File: src/rtl/pixel_col_merger.sv
// Pixel column merger: per-row hit capture, round-robin arbitration and a FWFT column FIFO.
// Optional drop counter (dropCount port) enabled by defining COL_DROP_CNT_EN.
module pixel_col_merger #(
  parameter int NROWS = 16,
  parameter int DATAW = 40,
  parameter int COLW  = 4,
  parameter int DEPTH = 8,
  parameter int CNTW  = 8,
  localparam int ROWW = $clog2(NROWS),
  localparam int OCCW = $clog2(DEPTH) + 1,
  localparam int OUTW = COLW + ROWW + DATAW
) (
  input  logic                   clk,
  input  logic                   rst,
  input  logic [COLW-1:0]        colID,
  input  logic [NROWS-1:0]       disDataReadout,
  input  logic [NROWS-1:0]       hitValid,
  input  logic [NROWS*DATAW-1:0] hitData,
  output logic [OUTW-1:0]        dnData,
  output logic [OCCW-1:0]        dnHits,
  input  logic                   dnRead
`ifdef COL_DROP_CNT_EN
  , output logic [CNTW-1:0]      dropCount
`endif
);

  localparam int PTRW = $clog2(DEPTH);
  localparam int ENTW = ROWW + DATAW;

  logic [NROWS-1:0] full_q, full_d;
  logic [DATAW-1:0] hold_q [NROWS];
  logic [DATAW-1:0] hold_d [NROWS];
  logic [ROWW-1:0]  last_grant_q, last_grant_d;
  logic [PTRW-1:0]  wr_ptr_q, wr_ptr_d, rd_ptr_q, rd_ptr_d, rd_next_s;
  logic [OCCW-1:0]  occ_q, occ_d;
  logic [ENTW-1:0]  head_q, head_d;
  logic [ENTW-1:0]  mem_q [DEPTH];
  logic [ENTW-1:0]  wr_entry_s;
  logic [ROWW:0]    cand_s;
  logic [ROWW-1:0]  gnt_row_s;
  logic             gnt_found_s, can_write_s, push_s, pop_s;
  logic [NROWS-1:0] gnt_s, cap_s;

  // Round-robin search for the first full row after the last granted one.
  always_comb begin
    cand_s      = {(ROWW+1){1'b0}};
    gnt_row_s   = last_grant_q;
    gnt_found_s = 1'b0;
    for (int i = 1; i <= NROWS; i++) begin
      cand_s = {1'b0, last_grant_q} + (ROWW+1)'(i);
      cand_s = (cand_s >= (ROWW+1)'(NROWS)) ? cand_s - (ROWW+1)'(NROWS) : cand_s;
      if (!gnt_found_s && full_q[cand_s[ROWW-1:0]]) begin
        gnt_found_s = 1'b1;
        gnt_row_s   = cand_s[ROWW-1:0];
      end else begin
        gnt_found_s = gnt_found_s;
      end
    end
  end

  // FIFO push/pop, pointer and occupancy update, and the next registered head word.
  always_comb begin
    can_write_s = (occ_q < OCCW'(DEPTH)) || (dnRead && (occ_q != {OCCW{1'b0}}));
    push_s      = can_write_s && gnt_found_s;
    pop_s       = dnRead && (occ_q != {OCCW{1'b0}});
    wr_entry_s  = {gnt_row_s, hold_q[gnt_row_s]};
    rd_next_s   = rd_ptr_q + PTRW'(1'b1);
    wr_ptr_d    = push_s ? wr_ptr_q + PTRW'(1'b1) : wr_ptr_q;
    rd_ptr_d    = pop_s ? rd_next_s : rd_ptr_q;
    occ_d       = occ_q + OCCW'(push_s) - OCCW'(pop_s);
    // Head is kept as a register so dnData never depends on the memory read path.
    if (occ_d == {OCCW{1'b0}}) begin
      head_d = {ENTW{1'b0}};
    end else if (pop_s) begin
      head_d = (occ_q == OCCW'(1'b1)) ? wr_entry_s : mem_q[rd_next_s];
    end else if (occ_q == {OCCW{1'b0}}) begin
      head_d = wr_entry_s;
    end else begin
      head_d = head_q;
    end
  end

  // Per-row hold registers: capture into an empty or just-granted hold, otherwise drop.
  always_comb begin
    gnt_s        = push_s ? (NROWS'(1'b1) << gnt_row_s) : {NROWS{1'b0}};
    cap_s        = hitValid & ~disDataReadout;
    last_grant_d = push_s ? gnt_row_s : last_grant_q;
    full_d       = full_q;
    for (int r = 0; r < NROWS; r++) begin
      hold_d[r] = hold_q[r];
      if (cap_s[r] && (!full_q[r] || gnt_s[r])) begin
        full_d[r] = 1'b1;
        hold_d[r] = hitData[r*DATAW +: DATAW];
      end else if (gnt_s[r]) begin
        full_d[r] = 1'b0;
      end else begin
        full_d[r] = full_q[r];
      end
    end
  end

  // State registers.
  always_ff @(posedge clk or posedge rst) begin
    if (rst) begin
      full_q       <= {NROWS{1'b0}};
      last_grant_q <= ROWW'(NROWS - 1);
      wr_ptr_q     <= {PTRW{1'b0}};
      rd_ptr_q     <= {PTRW{1'b0}};
      occ_q        <= {OCCW{1'b0}};
      head_q       <= {ENTW{1'b0}};
      for (int r = 0; r < NROWS; r++) hold_q[r] <= {DATAW{1'b0}};
    end else begin
      full_q       <= full_d;
      last_grant_q <= last_grant_d;
      wr_ptr_q     <= wr_ptr_d;
      rd_ptr_q     <= rd_ptr_d;
      occ_q        <= occ_d;
      head_q       <= head_d;
      for (int r = 0; r < NROWS; r++) hold_q[r] <= hold_d[r];
    end
  end

  // FIFO storage; contents are only meaningful between the pointers.
  always_ff @(posedge clk) begin
    if (push_s) mem_q[wr_ptr_q] <= wr_entry_s;
  end

  assign dnData = {colID, head_q};
  assign dnHits = occ_q;

`ifdef COL_DROP_CNT_EN
  logic [CNTW-1:0] drop_cnt_q, drop_cnt_d;
  logic            drop_any_s;

  // One increment per cycle with any dropped hit, saturating.
  always_comb begin
    drop_any_s = |(cap_s & full_q & ~gnt_s);
    if (drop_any_s && (drop_cnt_q != {CNTW{1'b1}})) begin
      drop_cnt_d = drop_cnt_q + CNTW'(1'b1);
    end else begin
      drop_cnt_d = drop_cnt_q;
    end
  end

  // Drop counter register.
  always_ff @(posedge clk or posedge rst) begin
    if (rst) drop_cnt_q <= {CNTW{1'b0}};
    else     drop_cnt_q <= drop_cnt_d;
  end

  assign dropCount = drop_cnt_q;
`endif

endmodule
File: config.mk
export PLATFORM = sky130hd
export DESIGN_NAME = pixel_col_merger
export DESIGN_NICKNAME = d
export VERILOG_FILES = /design/src/rtl/pixel_col_merger.sv
export SDC_FILE = /design/constraint.sdc
export NUM_CORES = 2
export LEC_CHECK = 0
export CAP_MARGIN = 20
export CORE_MARGIN = 2
export CORE_UTILIZATION = 35
export CTS_BUF_LIST = sky130_fd_sc_hd__clkbuf_2 sky130_fd_sc_hd__clkbuf_4 sky130_fd_sc_hd__clkbuf_8
export CTS_CLUSTER_SIZE = 40
export DETAILED_ROUTE_END_ITERATION = 8
export HOLD_SLACK_MARGIN = 0.03
export PLACE_DENSITY = 0.67
export SYNTH_ARGS = -nofsm -noshare
export SYNTH_HDL_FRONTEND = slang
export SYNTH_SLANG_ARGS = --single-unit
File: constraint.sdc
create_clock -name clk -period 29.3 [get_ports clk]
set_input_delay 4.395 -clock clk [delete_from_list [all_inputs] [get_ports clk]]
set_output_delay 4.395 -clock clk [all_outputs]
set_load 0.1 [all_outputs]
==> metrics.cfg <==
[status]
status = completed

[setup_path]
worst_path_most_repeated_cell = buf_4
cp-start-kind = register
worstPathRequired_ps = 29910
cp_max_fo = 41
r2r_cells = 16
reg2reg_to = mem_q[6][18]$_DFFE_PP_
max_stage_delay_ps = 1060
timing_worst_setup_path_type = register to register
r2r_slack_ps = 20310
end_kind = register
cp.buffers_inverters = 4
r2r-start = last_grant_q[0]$_DFFE_PP1P_
critPathArrivalTime_ps = 9600
cp_cell_sequence = inv_1, ha_1, mux2_2, mux4_2, mux2i_1, nand4_2, nor4_4, o21ai_0, o211ai_4, buf_4, buf_4, buf_4, mux4_2, mux2i_1, nand2_1, o21a_1
cp_top_family = multiplexers
slowest_stage = ha_1

[layout]
drive_gt1_frac = 0.270
final_common_cell = dfrtp_1
fillCellCount = 12600
layout_common_cells = 709 x dfrtp_1, 704 x clkdlybuf4s50_1, 361 x nand2_1, 352 x edfxtp_1, 256 x mux2_2
syn2layout_area_growth_pct = 26.8
utilization = 0.445
multi_input_area_sq_um = 20000
regArea_sq_um = 28400
final_nets = 4695

[sta]
drv_slew = 0
setup_tns_ps = 0
final-hold-violation-count = 0
finClkSkew_ps = 69.1
finalSetupViolCount = 0
slew_headroom = 0.230
period_share = 0.307
rsz0062_at_grt = false
min_period_ps = 8990
max_freq_mhz = 111
tightest_slew_ps = 1150

[hold_path]
hold_depth = 1
hold_class = register to register
hold_end = hold_q[125]$_DFFE_PP0P_
min_from = hold_q[125]$_DFFE_PP0P_

[drt]
drt-total-wl_microns = 159000
antenna_left = 0
wire_per_inst_microns = 26.2
first_pass_iters = 5
drt_iter0_drc = 2315
vias = 32000
drc_errors = 0
viasPerCell = 5.28

[synth]
avgSynthCellArea_sq_um = 15.2
synth.distinct_cells = 76
synth-async-reset-ratio = 0.670
synth_edf_count = 352
ys_dominant_reg_cell = dfrtp_1
synth-seq-cells = 1066
synth_area_sq_um = 49500
syn_nets = 3944
yosysWarnings = 0
ys_seq_area_frac = 0.574
syn_inst = 3249

[grt]
grt_util_met2 = 0.341
grt_max_degree = 160
grt_pass1_vias = 33700
grt_pass1_wl_microns = 232000
grt_most_used_layer = met2
grt_util_met1 = 0.282
antenna_found_initial = 40
met3_usage = 0.0777
track_usage = 0.218
grt_overflow = 0

[floorplan]
start_util = 0.351
die_h_microns = 380
dieArea_sq_um = 145000
rows = 138
die-width_microns = 380
core_sq_um = 141000
ios = 731

[clock_network]
cts_tree = built
clk_pin_slew_worst_paths_ps = 60
ctsHoldBuffers = 0
cts_inserted_buffers = 186
cts_resized = 0
clkLatencyLatePin_ps = 940
clk_path_buf_depth = 3
cts_setup_buffers = 0
root_buffer = clkbuf_8
clock_sinks = 1066
h-tree-depth = 4

[placed_design]
place.gp.congestion = 0.879
io_buffer_count = 722
hpwl_microns = 106000

[job]
drv_cap = 0

-- cells in the mapped netlist, types with 8 or more instances --
library cell / number / area, sq um
a21o_1: 41 / 308
a21oi_1: 34 / 170
a311oi_1: 40 / 350
a31o_2: 39 / 342
and3_1: 42 / 263
buf_1: 20 / 75.1
buf_2: 69 / 345
buf_4: 22 / 165
buf_6: 24 / 270
clkbuf_1: 83 / 312
dfrtp_1: 710 / 17800
edfxtp_1: 352 / 10600
ha_1: 15 / 188
inv_1: 37 / 139
mux2_1: 243 / 2740
mux2_2: 256 / 2880
mux2_4: 161 / 2420
mux2i_1: 178 / 1780
mux4_2: 205 / 4620
nand2_1: 362 / 1360
nand2b_1: 13 / 81.3
nand3_1: 15 / 75.1
nor2_1: 29 / 109
nor3_1: 8 / 40.0
o211ai_1: 8 / 60.1
o21a_1: 40 / 300
o21ai_0: 30 / 150
o221ai_1: 44 / 385
xnor2_1: 14 / 123
-- metal layers --
| layer | routed length (microns) | share of wire | vias to the layer above |
|---|---|---|---|
| li1 | - | - | 13900 |
| met1 | 67300 | 0.42 | 16500 |
| met2 | 72900 | 0.46 | 1275 |
| met3 | 14300 | 0.090 | 303 |
| met4 | 4230 | 0.027 | 42 |
| met5 | 270 | 0.0017 | - |
-- sequential cells by signal (all words and copies together) (netlist names) --
register	cells
wr_ptr_q	3
mem_q	352
head_q	44
hold_q	640
rd_ptr_q	3
last_grant_q	4
full_q	16
dnHits	4
-- worst reg2reg max path: stages, from the launching register on --
cell,delay (ps)
dfstp_2,1010
inv_1,470
ha_1,1060
mux2_2,440
mux4_2,540
mux2i_1,370
nand4_2,320
nor4_4,610
o21ai_0,270
o211ai_4,140
buf_4,450
buf_4,630
buf_4,780
mux4_2,670
mux2i_1,540
nand2_1,120
o21a_1,250
-- logic make-up after synthesis --
group,after synthesis,synth area share
buf+inv,257,0.0265
fa+ha+maj,16,0.00419
mux,1044,0.292
simple gates,509,0.0455
flops,1066,0.574
compound gates,336,0.0538
xor+xnor,21,0.00371
-- how the worst max path moves through the flow --
stage / from / to / slack (ps) / cells past startpoint
global placement: rst / hold_q[619]$_DFFE_PP0P_ / 20060 / 6
global route: last_grant_q[0]$_DFFE_PP1P_ / mem_q[0][18]$_DFFE_PP_ / 19810 / 16
detailed placement: rst / hold_q[295]$_DFFE_PP0P_ / 20000 / 6
floorplan: rst / dnHits[0]$_DFF_PP0_ / 4880 / 1
finish: last_grant_q[0]$_DFFE_PP1P_ / mem_q[6][18]$_DFFE_PP_ / 20310 / 16
CTS: last_grant_q[0]$_DFFE_PP1P_ / mem_q[0][18]$_DFFE_PP_ / 20420 / 16
-- stage by stage --
stage | cell area, sq um | setup WS (ps) | hold slack [ps] | instances
4_1_cts | 62700 | 20420 | 486 | 6043
3_5_place_dp | 58600 | 20000 | 473 | 5699
3_3_place_gp | 58600 | 20060 | 464 | 5699
5_1_grt | 62800 | 19810 | 503 | 6059
2_1_floorplan | 49500 | 4880 | 450 | 3249
6_report | 62800 | 20310 | 483 | 6066
-- layout make-up --
| class | instances | share of cell area |
|---|---|---|
| Clock inverter | 59 | 0.00809 |
| Sequential cell | 1066 | 0.453 |
| Tap cell | 1890 | 0.0377 |
| Inverter | 39 | 0.00257 |
| Multi-Input combinational cell | 1926 | 0.319 |
| Antenna cell | 20 | 0.000797 |
| Clock buffer | 285 | 0.0568 |
| Timing Repair Buffer | 781 | 0.123 |
Power is left out: the tool's default activity adds up to more than one toggle a clock period on the data nets, which glitch-free logic cannot reach.
